**config.mk**
```make
export PLATFORM = sky130hd
export DESIGN_NAME = fibo_stream_gen
export DESIGN_NICKNAME = d
export VERILOG_FILES = /design/src/rtl/fibo_pkg.sv /design/src/rtl/fibo_term_step.sv /design/src/rtl/fibo_stream_gen.sv
export SDC_FILE = /design/constraint.sdc
export NUM_CORES = 1
export LEC_CHECK = 0
export CAP_MARGIN = 20
export CELL_PAD_IN_SITES_DETAIL_PLACEMENT = 1
export CELL_PAD_IN_SITES_GLOBAL_PLACEMENT = 1
export CORE_UTILIZATION = 36
export CTS_CLUSTER_SIZE = 16
export DETAILED_ROUTE_END_ITERATION = 10
export GPL_TIMING_DRIVEN = 0
export PLACE_DENSITY = 0.76
export SYNTH_ARGS = -nofsm -noshare
export SYNTH_HDL_FRONTEND = slang
export SYNTH_SLANG_ARGS = --single-unit
```
**constraint.sdc**
```tcl
create_clock -name clk -period 4.3 [get_ports clk]
set_clock_uncertainty 0.05 [all_clocks]
set_input_delay 1.075 -clock clk [delete_from_list [all_inputs] [get_ports clk]]
set_output_delay 1.075 -clock clk [all_outputs]
set_load 0.02 [all_outputs]
```
**src/rtl/fibo_pkg.sv**
```systemverilog
// Shared types and per-mode constants for the Fibonacci-style term stream generator.
// Pure declarations: no latency, no handshake.
package fibo_pkg;

  typedef enum logic [1:0] {
    MODE_FIB    = 2'd0,
    MODE_LUCAS  = 2'd1,
    MODE_PELL   = 2'd2,
    MODE_CUSTOM = 2'd3
  } mode_e;

  typedef enum logic [2:0] {
    ST_IDLE     = 3'd0,
    ST_EMIT     = 3'd1,
    ST_DONE     = 3'd2,
    ST_ERROR    = 3'd3,
    ST_OVERFLOW = 3'd4
  } state_e;

  localparam int COEF_W = 2;

  localparam logic [1:0] FIB_T0      = 2'd0;
  localparam logic [1:0] FIB_T1      = 2'd1;
  localparam logic [1:0] LUCAS_T0    = 2'd2;
  localparam logic [1:0] LUCAS_T1    = 2'd1;
  localparam logic [1:0] PELL_T0     = 2'd0;
  localparam logic [1:0] PELL_T1     = 2'd1;

  localparam logic [COEF_W-1:0] FIB_COEF    = 2'd1;
  localparam logic [COEF_W-1:0] LUCAS_COEF  = 2'd1;
  localparam logic [COEF_W-1:0] PELL_COEF   = 2'd2;
  localparam logic [COEF_W-1:0] CUSTOM_COEF = 2'd1;

  function automatic logic [COEF_W-1:0] mode_coef(input mode_e m);
    logic [COEF_W-1:0] c;
    case (m)
      MODE_LUCAS: c = LUCAS_COEF;
      MODE_PELL:  c = PELL_COEF;
      MODE_CUSTOM: c = CUSTOM_COEF;
      default:    c = FIB_COEF;
    endcase
    return c;
  endfunction

endpackage

```
**src/rtl/fibo_term_step.sv**
```systemverilog
// Next term = coef*curr + prev, evaluated two bits wider than the data path.
// Purely combinational; o_ovf flags a result that no longer fits DATA_WIDTH.
module fibo_term_step
  import fibo_pkg::*;
#(
  parameter int DATA_WIDTH = 64
) (
  input  logic [DATA_WIDTH-1:0] i_prev,
  input  logic [DATA_WIDTH-1:0] i_curr,
  input  logic [COEF_W-1:0]     i_coef,
  output logic [DATA_WIDTH-1:0] o_next,
  output logic                  o_ovf
);

  logic [DATA_WIDTH+1:0] w_curr_ext;
  logic [DATA_WIDTH+1:0] w_scaled;
  logic [DATA_WIDTH+1:0] w_wide;

  // Coefficient is at most 3, so a shift-add replaces a full multiplier.
  assign w_curr_ext = {2'b00, i_curr};
  assign w_scaled   = (i_coef[0] ? w_curr_ext : '0) + (i_coef[1] ? (w_curr_ext << 1) : '0);
  assign w_wide     = w_scaled + {2'b00, i_prev};

  assign o_next = w_wide[DATA_WIDTH-1:0];
  assign o_ovf  = |w_wide[DATA_WIDTH+1:DATA_WIDTH];

endmodule

```
**src/rtl/fibo_stream_gen.sv**
```systemverilog
// Streams T(1)..T(order) of a second-order recurrence; first term 1 cycle after start, then 1/cycle.
// Output registers hold while out_ready=0; term overflow stops the stream in OVERFLOW until clear.
module fibo_stream_gen
  import fibo_pkg::*;
#(
  parameter int DATA_WIDTH  = 64,
  parameter int ORDER_WIDTH = 16
) (
  input  logic                   clk,
  input  logic                   reset,
  input  logic                   start,
  input  logic [1:0]             mode,
  input  logic [DATA_WIDTH-1:0]  seed0,
  input  logic [DATA_WIDTH-1:0]  seed1,
  input  logic [ORDER_WIDTH-1:0] order,
  input  logic                   clear,
  output logic [DATA_WIDTH-1:0]  out_data,
  output logic [ORDER_WIDTH-1:0] out_index,
  output logic                   out_valid,
  input  logic                   out_ready,
  output logic                   out_last,
  output logic                   busy,
  output logic                   done,
  output logic                   overflow,
  output logic                   error
);

  state_e                 r_state;
  logic [DATA_WIDTH-1:0]  r_prev;
  logic [DATA_WIDTH-1:0]  r_data;
  logic [ORDER_WIDTH-1:0] r_index;
  logic [ORDER_WIDTH-1:0] r_order;
  logic [COEF_W-1:0]      r_coef;
  logic                   r_valid;
  logic                   r_last;
  logic                   r_busy;
  logic                   r_done;
  logic                   r_ovf;
  logic                   r_err;

  mode_e                  w_mode;
  logic [DATA_WIDTH-1:0]  w_t0;
  logic [DATA_WIDTH-1:0]  w_t1;
  logic                   w_bad_req;
  logic [DATA_WIDTH-1:0]  w_next;
  logic                   w_next_ovf;
  logic                   w_xfer;
  logic [ORDER_WIDTH-1:0] w_index_inc;

  assign w_mode = mode_e'(mode);

  always_comb begin
    w_t0 = '0;
    w_t1 = '0;
    case (w_mode)
      MODE_LUCAS: begin
        w_t0 = DATA_WIDTH'(LUCAS_T0);
        w_t1 = DATA_WIDTH'(LUCAS_T1);
      end
      MODE_PELL: begin
        w_t0 = DATA_WIDTH'(PELL_T0);
        w_t1 = DATA_WIDTH'(PELL_T1);
      end
      MODE_CUSTOM: begin
        w_t0 = seed0;
        w_t1 = seed1;
      end
      default: begin
        w_t0 = DATA_WIDTH'(FIB_T0);
        w_t1 = DATA_WIDTH'(FIB_T1);
      end
    endcase
  end

  // An all-zero custom seed pair would stream zeros forever, so it is rejected like order 0.
  assign w_bad_req = (order == '0) ||
                     ((w_mode == MODE_CUSTOM) && (seed0 == '0) && (seed1 == '0));

  fibo_term_step #(
    .DATA_WIDTH(DATA_WIDTH)
  ) u_step (
    .i_prev (r_prev),
    .i_curr (r_data),
    .i_coef (r_coef),
    .o_next (w_next),
    .o_ovf  (w_next_ovf)
  );

  assign w_xfer      = r_valid && out_ready;
  assign w_index_inc = r_index + ORDER_WIDTH'(1);

  always_ff @(posedge clk) begin
    if (reset) begin
      r_state <= ST_IDLE;
      r_prev  <= '0;
      r_data  <= '0;
      r_index <= '0;
      r_order <= '0;
      r_coef  <= '0;
      r_valid <= 1'b0;
      r_last  <= 1'b0;
      r_busy  <= 1'b0;
      r_done  <= 1'b0;
      r_ovf   <= 1'b0;
      r_err   <= 1'b0;
    end else begin
      case (r_state)
        ST_IDLE: begin
          if (start && !clear) begin
            if (w_bad_req) begin
              r_state <= ST_ERROR;
              r_err   <= 1'b1;
            end else begin
              r_state <= ST_EMIT;
              r_prev  <= w_t0;
              r_data  <= w_t1;
              r_index <= ORDER_WIDTH'(1);
              r_order <= order;
              r_coef  <= mode_coef(w_mode);
              r_valid <= 1'b1;
              r_last  <= (order == ORDER_WIDTH'(1));
              r_busy  <= 1'b1;
            end
          end
        end

        ST_EMIT: begin
          if (clear) begin
            r_state <= ST_IDLE;
            r_data  <= '0;
            r_index <= '0;
            r_valid <= 1'b0;
            r_last  <= 1'b0;
            r_busy  <= 1'b0;
          end else if (w_xfer) begin
            if (r_last) begin
              r_state <= ST_DONE;
              r_data  <= '0;
              r_index <= '0;
              r_valid <= 1'b0;
              r_last  <= 1'b0;
              r_busy  <= 1'b0;
              r_done  <= 1'b1;
            end else if (w_next_ovf) begin
              // Keep the last accepted term and its index visible for diagnosis.
              r_state <= ST_OVERFLOW;
              r_valid <= 1'b0;
              r_last  <= 1'b0;
              r_busy  <= 1'b0;
              r_ovf   <= 1'b1;
            end else begin
              r_prev  <= r_data;
              r_data  <= w_next;
              r_index <= w_index_inc;
              r_last  <= (w_index_inc == r_order);
            end
          end
        end

        ST_DONE: begin
          r_state <= ST_IDLE;
          r_done  <= 1'b0;
        end

        ST_ERROR: begin
          if (clear) begin
            r_state <= ST_IDLE;
            r_err   <= 1'b0;
          end
        end

        ST_OVERFLOW: begin
          if (clear) begin
            r_state <= ST_IDLE;
            r_data  <= '0;
            r_index <= '0;
            r_ovf   <= 1'b0;
          end
        end

        default: begin
          r_state <= ST_IDLE;
          r_data  <= '0;
          r_index <= '0;
          r_valid <= 1'b0;
          r_last  <= 1'b0;
          r_busy  <= 1'b0;
          r_done  <= 1'b0;
          r_ovf   <= 1'b0;
          r_err   <= 1'b0;
        end
      endcase
    end
  end

  assign out_data  = r_data;
  assign out_index = r_index;
  assign out_valid = r_valid;
  assign out_last  = r_last;
  assign busy      = r_busy;
  assign done      = r_done;
  assign overflow  = r_ovf;
  assign error     = r_err;

endmodule

```
==> run metrics, run 1 <==
final design utilization=between 50% and 60%; Synth warnings=0; CTS tree=done; Final Hold Fails=0; cell with the most instances after synthesis=nand2_1; DR vias/cell=between 6 and 7; initial core utilization=a little under two fifths; Worst slew margin=under 10%; FFs w/ async S/R, synth=0%; Sink Count=170; FP Rows=73; largest cells by area after synthesis=dfxtp_1 (23%), fa_1 (8.7%), nand2_1 (8.0%); Period Utilization, post-route=108.8%; Total Routed Length=about 78 mm; first-pass GRT wire length=approximately 110 mm; die width=between 200 and 250 µm; share of layout cells above drive strength 1=between 20% and 30%; CTS buffer count=17; largest family of logic cells by synthesized area=compound AO/OA/AOI/OAI gates; VDD IR max=312.2 µV; EDFF count, synth=0; total number of vias=around 18k; Boundary Pins=237; RSZ-0062 raised after global routing=yes; power density over cell area=235.5 nW/µm²; reg2reg setup slack=-380 ps; sequential share of the synthesized area=23.02%; Worst path depth=18; CP startpoint kind=flip-flop; max-slew violation count=0; Req. time, crit path=4610 ps; Diodes inserted=0; clock buffer depth=2; violated checks=setup timing; die height=around 200 µm; synthesis-stage register bit count=170; Nets=roughly 2.6k; Synth Area in Adders=about 14%; fin cells=2847; total track usage=34.22%; Initial DRT Pass Iterations=5; FF-to-FF path depth=18; DP Wirelength=around 53 mm; Avg Inst Size Synth=~7.5 µm²; synthesized area=between 10000 and 15000 µm²; Worst Hold Class=flip-flop to flip-flop; post-synthesis simple-gate area fraction=about a fifth; root buffer cell=clkbuf_16; Syn Inst Count=1971; Final setup viols=roughly 150; Crit Reg-Reg Startpoint=out_data[1]$_SDFFE_PP0P_; antenna violations before repair=3; complex-gate fraction of the synthesized area=25.70%; synth unique cells=73; H-tree depth=4; crit path DAT=between 4000 and 5000 ps; DRT antenna net count=0; Post-synth top flop=dfxtp_1; Worst-Skew Late Latency=between 400 and 500 ps; Placeable Area=around 40000 µm²; Critical Path Start=out_data[1]$_SDFFE_PP0P_; die area=41890 µm²; DR iter-0 viols=about 1.4k; Worst-Margin Slew=roughly 1400 ps; setup ws final=-377.3 ps; f_max=roughly 210 MHz; Crit path buffers/inverters=5; status=finished, violations left; crit-path leading delay family=compound AO/OA/AOI/OAI gates; CTS clock-pin slew for the worst setup and hold paths=around 80 ps; Mapped Nets=2252; last element of the critical path=r_prev[35]$_SDFFE_PP0P_; Synth area leader=dfxtp_1; mux contribution to synthesized area=under 10%; CP peak stage delay=approximately 580 ps; DRC viols=0; Pwr Total=around 5.3 mW; mean routed wirelength per cell=around 28 µm; DP Worst Slack=-1418 ps; Final GP Congestion=0.9824; crit path capture type=flip-flop; Max FO, Critical Path=9; Synth Area in XOR/XNOR=slightly below 5%; CP Cell Sequence=nand2_1, fa_1, inv_2, ha_4, fa_2, a21o_1, a221o_1, o21a_4, o21ai_4, and4_4, o31ai_4, buf_6, o21ai_4, buf_6, buf_12, buf_12, a21oi_1, a311oi_1; Leak=8.297 nW; area delta synth->final=51.27%; r2r endpoint=r_prev[35]$_SDFFE_PP0P_; IO buf count=between 200 and 250; total of max-cap violations=0; placed cell count=between 2k and 3k; top cells by count, synth=nand2_1 (317), inv_1 (210), dfxtp_1 (170); GRT overflow=0; hold slack=between 400 and 500 ps; largest net degree at the start of global routing=18; Tmin final=about 4700 ps; Hold Buf Count CTS=0; share of the synthesized area in the top cell type=a little under a quarter; vias in the first global route=between 15k and 20k; Crit-path slowest cell=fa_1; CP Class=flip-flop to flip-flop
==> layer usage <==
metal / GRT usage, % / routed length, µm
met5: 0 / 30
met4: 16.84 / 4709
met3: 6.920 / 6164
met2: 55.16 / 36480
met1: 43.28 / 31080
==> worst min path at each step <==
stage                                    from                         to  slack [ps]  cells past startpoint
floorplan            r_order[10]$_SDFFE_PP0P_   r_order[10]$_SDFFE_PP0P_         430                      2
CTS                   r_prev[49]$_SDFFE_PP0P_    r_prev[49]$_SDFFE_PP0P_         460                      2
global placement    out_data[55]$_SDFFE_PP0P_  out_data[55]$_SDFFE_PP0P_         450                      2
detailed placement  out_data[55]$_SDFFE_PP0P_  out_data[55]$_SDFFE_PP0P_         450                      2
finish                r_prev[49]$_SDFFE_PP0P_    r_prev[49]$_SDFFE_PP0P_         450                      2
global route          r_prev[49]$_SDFFE_PP0P_    r_prev[49]$_SDFFE_PP0P_         490                      2
==> through the flow <==
| step | area, µm² | setup TNS, ps |
|---|---|---|
| global placement | 17820 | -190850 |
| CTS | 20460 | -11630 |
| detailed placement | 17820 | -193710 |
| global route | 22370 | -39910 |
| floorplan | 14800 | 0 |
| finish | 22370 | -33720 |
==> flip-flops by register name, summed over array words and instances, names as in the netlist <==
name and count:
busy 1, done 1, error 1, out_data 64, out_index 16, out_last 1
overflow 1, r_coef 2, r_order 16, r_prev 64, r_state 3
==> where the power goes <==
group          switching, mW  internal, mW
Combinational          0.983         0.804
Sequential             0.153          1.67
Clock                  0.858         0.798
==> cells by family after synthesis <==
logic type	Yosys count
muxes	22
buffers and inverters	338
xor gates and xnor gates	82
and+or+nand+nor	698
DFF	170
AOI/OAI and AO/OA	531
adders and majority gates	130
==> layout make-up <==
cell class / instances / area (µm²)
Multi-Input combinational cell: 1463 / 12140
Buffer: 103 / 982.2
Sequential cell: 170 / 3413
Tap cell: 525 / 656.9
Fill cell: 4643 / 17730
Clock buffer: 19 / 452.9
Timing Repair Buffer: 344 / 3807
Inverter: 210 / 792.0
Clock inverter: 13 / 125.1
==> worst min-delay path, cell delays in order (launching register included) <==
cell and delay, ps:
dfxtp_1 320, a21oi_2 90, a311oi_1 50
==> placed cells by master, fill, tap and decap left out, types with 44 or more instances in the layout <==
master             n
clkdlybuf4s50_1  236
clkbuf_1          55
nand2_1          298
nor2_1           101
inv_1            202
o21ai_0           49
dfxtp_1          166
fa_1              63
a21oi_4           49
xnor2_1           44
nand3_1           87
a311oi_2          60
a21oi_1           87
buf_4             58
==> what timing repair did <==
item	in CTS	in global routing
pin swaps	35	114
resized for setup	354	270
buffers inserted	39	43
endpoints found under the setup margin	159	159
gates cloned	14	14
Power figures use the tool's default switching activity.
==> run 2: changes to the inputs <==
HOLD_SLACK_MARGIN = 0.1   (was unset)
==> results of run 2 <==
Final layout, timing and power as in run 1 (identical DEF).
